## src/rtl/dds_top_if.sv

```systemverilog
// -----------------------------------------------------------------------------
// dds_top_if
// Bundles the DDS control inputs and the DAC output pins into one interface.
//
//   dds_en     : 1 = phase accumulator advances, 0 = holds
//   f_word     : frequency tuning word, f_out = f_sys * f_word / 2^ACC_W
//   p_word     : phase offset, 2^ADDR_W = one full cycle
//   wave_type  : 0 sine, 1 square, 2 triangle, 3 sawtooth
//   clk_da     : DAC sample clock (inverted system clock)
//   da_data    : DAC sample, offset binary
//
// master modport: the side that drives the controls and receives DAC pins.
// slave modport : the DDS core.
// -----------------------------------------------------------------------------
interface dds_top_if #(
  parameter int ACC_W  = 32,
  parameter int ADDR_W = 12,
  parameter int DATA_W = 8
) ();

  logic              dds_en;
  logic [ACC_W-1:0]  f_word;
  logic [ADDR_W-1:0] p_word;
  logic [1:0]        wave_type;
  logic              clk_da;
  logic [DATA_W-1:0] da_data;

  modport master (
    output dds_en, f_word, p_word, wave_type,
    input  clk_da, da_data
  );

  modport slave (
    input  dds_en, f_word, p_word, wave_type,
    output clk_da, da_data
  );

endinterface

```

## src/rtl/dds_top.sv

```systemverilog
// -----------------------------------------------------------------------------
// dds_top
// Direct digital synthesis generator for an 8-bit parallel DAC.
// Three register stages:
//   acc  : phase accumulator, acc += f_word while dds_en = 1
//   addr : acc[31:20] + p_word (updates every cycle, even when disabled)
//   data : waveform lookup of addr selected by wave_type
// clk_da is the inverted system clock so the DAC samples mid-cycle.
//
// Ports:
//   sys_clk    : system clock, rising edge
//   sys_rst_n  : asynchronous active-low reset (acc, addr, da_data -> 0)
//   bus        : dds_top_if.slave (dds_en, f_word, p_word, wave_type,
//                clk_da, da_data)
//
// Optional build macro:
//   DDS_SYNC_CLR_EN : when defined, acc is cleared on every edge while
//                     dds_en = 0, so re-enabling restarts at phase p_word.
//                     When undefined, acc simply holds.
// -----------------------------------------------------------------------------
module dds_top #(
  parameter int ACC_W  = 32,
  parameter int ADDR_W = 12,
  parameter int DATA_W = 8
) (
  input  logic       sys_clk,
  input  logic       sys_rst_n,
  dds_top_if.slave   bus
);

  logic [ACC_W-1:0]  acc_q,  acc_d;
  logic [ADDR_W-1:0] addr_q, addr_d;
  logic [DATA_W-1:0] data_q, data_d;

  logic [7:0]        sine_idx;
  logic [6:0]        qtr_k;
  logic [6:0]        qtr_v;
  logic [DATA_W-1:0] sine_val;

  // floor(127.5 * sin(2*pi*k/256)) for k = 0..64.
  // Positive half-cycle: 128 + q. Negative half: 127 - q, except the exact
  // zero crossing (k = 0), where round-half-up of 127.5 gives 128.
  function automatic logic [6:0] qtr_sine(input logic [6:0] k);
    logic [6:0] v;
    case (k)
      7'd0:  v = 7'd0;   7'd1:  v = 7'd3;   7'd2:  v = 7'd6;   7'd3:  v = 7'd9;
      7'd4:  v = 7'd12;  7'd5:  v = 7'd15;  7'd6:  v = 7'd18;  7'd7:  v = 7'd21;
      7'd8:  v = 7'd24;  7'd9:  v = 7'd27;  7'd10: v = 7'd30;  7'd11: v = 7'd34;
      7'd12: v = 7'd37;  7'd13: v = 7'd39;  7'd14: v = 7'd42;  7'd15: v = 7'd45;
      7'd16: v = 7'd48;  7'd17: v = 7'd51;  7'd18: v = 7'd54;  7'd19: v = 7'd57;
      7'd20: v = 7'd60;  7'd21: v = 7'd62;  7'd22: v = 7'd65;  7'd23: v = 7'd68;
      7'd24: v = 7'd70;  7'd25: v = 7'd73;  7'd26: v = 7'd75;  7'd27: v = 7'd78;
      7'd28: v = 7'd80;  7'd29: v = 7'd83;  7'd30: v = 7'd85;  7'd31: v = 7'd87;
      7'd32: v = 7'd90;  7'd33: v = 7'd92;  7'd34: v = 7'd94;  7'd35: v = 7'd96;
      7'd36: v = 7'd98;  7'd37: v = 7'd100; 7'd38: v = 7'd102; 7'd39: v = 7'd104;
      7'd40: v = 7'd106; 7'd41: v = 7'd107; 7'd42: v = 7'd109; 7'd43: v = 7'd110;
      7'd44: v = 7'd112; 7'd45: v = 7'd113; 7'd46: v = 7'd115; 7'd47: v = 7'd116;
      7'd48: v = 7'd117; 7'd49: v = 7'd118; 7'd50: v = 7'd120; 7'd51: v = 7'd121;
      7'd52: v = 7'd122; 7'd53: v = 7'd122; 7'd54: v = 7'd123; 7'd55: v = 7'd124;
      7'd56: v = 7'd125; 7'd57: v = 7'd125; 7'd58: v = 7'd126; 7'd59: v = 7'd126;
      7'd60: v = 7'd126; 7'd61: v = 7'd127; 7'd62: v = 7'd127; 7'd63: v = 7'd127;
      default: v = 7'd127;
    endcase
    return v;
  endfunction

  // Stage 1: accumulator, natural modulo-2^ACC_W wrap
  always_comb begin
    acc_d = acc_q;
    if (bus.dds_en) begin
      acc_d = acc_q + bus.f_word;
    end
`ifdef DDS_SYNC_CLR_EN
    else begin
      acc_d = '0;
    end
`endif
  end

  // Stage 2: phase address, modulo 2^ADDR_W by truncation
  always_comb begin
    addr_d = acc_q[ACC_W-1 -: ADDR_W] + bus.p_word;
  end

  // Sine via quarter-wave symmetry; second and fourth quarters mirror the index.
  always_comb begin
    sine_idx = addr_q[ADDR_W-1 -: 8];
    qtr_k    = sine_idx[6] ? (7'd64 - {1'b0, sine_idx[5:0]}) : {1'b0, sine_idx[5:0]};
    qtr_v    = qtr_sine(qtr_k);
    if (!sine_idx[7]) begin
      sine_val = 8'd128 + {1'b0, qtr_v};
    end else if (qtr_k == 7'd0) begin
      sine_val = 8'd128;
    end else begin
      sine_val = 8'd127 - {1'b0, qtr_v};
    end
  end

  // Stage 3: waveform select
  always_comb begin
    data_d = '0;
    case (bus.wave_type)
      2'd0: data_d = sine_val;
      2'd1: data_d = addr_q[ADDR_W-1] ? '0 : '1;
      2'd2: data_d = addr_q[ADDR_W-1] ? ~addr_q[ADDR_W-2 -: DATA_W]
                                      :  addr_q[ADDR_W-2 -: DATA_W];
      default: data_d = addr_q[ADDR_W-1 -: DATA_W];
    endcase
  end

  always_ff @(posedge sys_clk or negedge sys_rst_n) begin
    if (!sys_rst_n) begin
      acc_q  <= '0;
      addr_q <= '0;
      data_q <= '0;
    end else begin
      acc_q  <= acc_d;
      addr_q <= addr_d;
      data_q <= data_d;
    end
  end

  assign bus.da_data = data_q;
  assign bus.clk_da  = ~sys_clk;

endmodule

```

## src/flat_wrapper.sv

```systemverilog
// flat-port wrapper written by rule: the top's interface ports become plain ports
module dds_top_flat 
#(
  parameter int ACC_W  = 32,
  parameter int ADDR_W = 12,
  parameter int DATA_W = 8
)
  (sys_clk, sys_rst_n, bus_dds_en, bus_f_word, bus_p_word, bus_wave_type, bus_clk_da, bus_da_data);
  dds_top_if #(.ACC_W(ACC_W), .ADDR_W(ADDR_W), .DATA_W(DATA_W)) bus_i ();
  input  logic sys_clk;
  input  logic sys_rst_n;
  input wire logic [$bits(bus_i.dds_en)-1:0] bus_dds_en;
  input wire logic [$bits(bus_i.f_word)-1:0] bus_f_word;
  input wire logic [$bits(bus_i.p_word)-1:0] bus_p_word;
  input wire logic [$bits(bus_i.wave_type)-1:0] bus_wave_type;
  output wire logic [$bits(bus_i.clk_da)-1:0] bus_clk_da;
  output wire logic [$bits(bus_i.da_data)-1:0] bus_da_data;
  assign bus_i.dds_en = bus_dds_en;
  assign bus_i.f_word = bus_f_word;
  assign bus_i.p_word = bus_p_word;
  assign bus_i.wave_type = bus_wave_type;
  assign bus_clk_da = bus_i.clk_da;
  assign bus_da_data = bus_i.da_data;
  dds_top #(.ACC_W(ACC_W), .ADDR_W(ADDR_W), .DATA_W(DATA_W)) u_core (.sys_clk(sys_clk), .sys_rst_n(sys_rst_n), .bus(bus_i));
endmodule
```

## config.mk

```make
export PLATFORM = sky130hd
export DESIGN_NAME = dds_top_flat
export DESIGN_NICKNAME = d
export VERILOG_FILES = /design/src/rtl/dds_top_if.sv /design/src/rtl/dds_top.sv /design/src/flat_wrapper.sv
export SDC_FILE = /design/constraint.sdc
export NUM_CORES = 1
export LEC_CHECK = 0
export BUFFER_PORTS_ARGS = -buffer_cell sky130_fd_sc_hd__buf_2
export CAP_MARGIN = 20
export CORE_UTILIZATION = 25
export DETAILED_ROUTE_END_ITERATION = 7
export PLACE_DENSITY = 0.44
export SETUP_SLACK_MARGIN = 0.5
export SLEW_MARGIN = 20
export SYNTH_ARGS = -nofsm -noshare
export SYNTH_HDL_FRONTEND = slang
export SYNTH_SLANG_ARGS = --single-unit
```

## constraint.sdc

```tcl
create_clock -name sys_clk -period 5.56 [get_ports sys_clk]
set_input_delay 0.278 -clock sys_clk [delete_from_list [all_inputs] [get_ports sys_clk]]
set_output_delay 0.278 -clock sys_clk [all_outputs]
set_load 0.1 [all_outputs]
```

# After elaboration in Yosys (flattened, before gate mapping)
# Memories as Yosys holds them, arrays and structs flattened.
# Cells that the tools add are included.
totals:
  elab_cells: 22
  reg_bits: 52
  memories: 1
  romBits: 448
  output_inout_bits: 9
memory_table:
  columns: ["name", "depth", "word_bits", "rd", "rd_clocked_by_memory_dff", "write_ports", "line_no", "source"]
  rows:
  - ["(name not given)", 64, 7, 1, 0, 0, "dds_top.sv:45", "case (k)"]
op_classes:
  addsub: 5
  n_reduce_logical: 2
  bitwise_logic: 2
  mux: 7
  eq_ne: 2
ops:
  columns: ["operator", "count"]
  rows:
  - ["$add A32 B32 Y32", 1]
  - ["$mux W8", 4]
  - ["$pmux W8 S3", 1]
  - ["$mux W7", 2]
  - ["$add A12 B12 Y12", 1]
  - ["$add A8 B7 Y8 const A", 1]
  - ["$not A8 Y8", 1]
  - ["$sub A7 B7 Y8 const A", 1]
  - ["$logic_not A7 Y1", 1]
  - ["$sub A7 B6 Y7 const A", 1]
  - ["$eq A2 B1 Y1 const B", 1]
  - ["$eq A2 B2 Y1 const B", 1]
  - ["$logic_not A2 Y1", 1]
  - ["$not A1 Y1", 1]

# Longest topological paths before layout
# An unclocked memory read counts as a cell.
depth:
  depth_word: 8
  depth_mapped: 13
  ltp_nobuf: 12

==> reports/results.ini <==
[logic_synthesis]
synth.largest_area_cell=dfrtp_1
synth_top_area_share_pct=25.47
syn_inst=554
synth_area_leaders=dfrtp_1 25%, ha_1 12%, mux2_2 5.8%, a21oi_1 5.1%, xnor2_1 4.7%
synth-xor-area-share_pct=9.563
ys_types=74
synth_compound_area_share_pct=23.21
syn-num-nets=652
async_flop_share_pct=100.0
yosys-mux-area-fraction_pct=8.394
synthFlopType=dfrtp_1
synthAdderAreaFrac_pct=12.89
synth-edff-count=0
syn_area_mm2=0.004815
avgSynthCellArea_um2=8.691
yosysWarnings=0
synth.yosys.seq_area_share_pct=25.47
synth_seq_cells=49
synth-simple-area-share_pct=16.61
synth_top_family_by_area=compound AO/OA/AOI/OAI gates
synthTopCellsByCount=49 x a21oi_1, 49 x dfrtp_1, 48 x ha_1

[timing]
slew_viol_final=0
fin_ws_ns=1.719
clock_skew_ns=0.008178
max-slew-margin-rel_pct=30.68
setup_violations=0
tightestPinTransition_ns=1.032
hold_viol_final=0
rsz0062_at_grt=no
tns_ns=0

[setup_path]
r2r_end=u_core.bus.da_data[4]
worstPathMaxFanout=13
reg2reg_depth=10
cp.arrival_ns=3.56
start_kind=clock port
cp-end-kind=output pin
required_ns=5.28
rr_startpoint=u_core.addr_q[4]
ff2ff_setup_slack_ns=2.05
criticalPathCategory=clk -> out

[clock_tree]
cts.reportedPaths.clkPinSlew_ns=0.08
clkLatencyLatePin_ns=0.31
cts_tree=yes
clock-root-buffer=clkbuf_16
postCtsSetupBuffers=0
clockBufferDepth=2
cts_buffers=5
holdBufCountCts=0
cts-htree-levels=2
ctsResizeCount=0

[hold_path]
min_path_type=in -> async

[drt]
antenna_left=0
dr.first_iter.drc_count=280
drt_pass1_iterations=6
num_vias=4296
wl_per_cell_um=15.63
drc=0
viasPerCell=5.170
routed_wl_um=12990

[global_routing]
grt_overflow=0
grt_pass1_vias=4158
antenna_found_initial=0
grt_pass1_wl_um=21110
grt_max_degree=50
track_usage_pct=13.47

[cells_and_area]
antenna_cells=0
areaGrowthSynthToFinish_pct=13.12
drive_above_1_share_pct=18.43
fin_area_mm2=0.005446
final_cells=831
fin_nets=694

[placed_design]
post-dp-hpwl_um=9942
finalWeightedCongestion=0.8409
place_ws_ns=2.071
place_area_mm2=0.005304
io_buffer_count=57
place_inst=823

[floorplan]
io_pins=58
die-area_mm2=0.01982
die_x_um=140.8
core_region_area_mm2=0.01877
rows=50
start_util_pct=25.65
die_y_um=140.8

[flow_run]
cap_violations=0

[outcome]
status=completed

## per-layer routing
metal	vias up	GRT usage (%)	share of wire, %
li1	2140	-	-
met5	-	0	0
met2	89	24.06	50
met1	2051	15.87	43
met4	0	3.947	1.8
met3	16	3.295	4.4
## stage by stage
| step | hold slack (ns) | util, % |
|---|---|---|
| global route | 0.1674 | 29.02 |
| detailed placement | 0.4737 | 28.26 |
| global placement | 0.4691 | 28.22 |
| floorplan | -0.01759 | - |
| CTS | 0.1244 | 29.02 |
| finish | 0.09114 | 29.02 |
## worst max path at each step
stage	endpoint	start	slack [ns]
6_report	bus_clk_da	sys_clk	1.72
5_1_grt	bus_clk_da	sys_clk	1.68
4_1_cts	bus_clk_da	sys_clk	1.70
3_5_place_dp	bus_clk_da	sys_clk	2.07
3_3_place_gp	bus_clk_da	sys_clk	2.07
2_1_floorplan	bus_clk_da	sys_clk	1.93
## sequential cells by signal (all words and copies together) (netlist names)
name / count
u_core.addr_q: 9
u_core.acc_q: 32
u_core.bus.da_data: 8
## logic make-up (layout without fill, tap and decap cells)
group | Yosys count | in the layout
xor gates and xnor gates | 50 | 50
and+or+nand+nor | 154 | 154
muxes | 36 | 36
AOI/OAI and AO/OA | 172 | 172
DFF | 49 | 49
adders and majority gates | 49 | 49
buffers and inverters | 44 | 87
## area by class of cell
type | instances | area [µm²]
multi-input cells | 461 | 3410
repair buffers | 58 | 295.3
flip-flops and latches | 49 | 1226
inverters | 19 | 71.32
clock inverters | 3 | 17.52
well taps | 234 | 292.8
clock buffers | 7 | 133.9
fillers | 2008 | 13320
## critical path, cell delays in order
cell and delay, ns:
clkbuf_16 0.15, clkbuf_16 0.17, inv_1 0.05, buf_2 0.41
## cell usage in the layout, fill, tap and decap left out, types with 12 or more instances in the layout
| cell type | synthesis | layout |
|---|---|---|
| buf_2 | 5 | 57 |
| a21oi_1 | 49 | 49 |
| dfrtp_1 | 49 | 49 |
| ha_1 | 48 | 48 |
| nor2_1 | 41 | 41 |
| o21ai_0 | 31 | 31 |
| nand2_1 | 28 | 28 |
| xnor2_1 | 26 | 25 |
| mux2_2 | 25 | 25 |
| xor2_1 | 21 | 21 |
| a21o_1 | 18 | 18 |
| inv_1 | 17 | 17 |
| nand3_1 | 16 | 16 |
| nor3_1 | 12 | 12 |
Power is not shown: default switching activity piles up to over one toggle a cycle in this logic, so the estimate is an artifact.
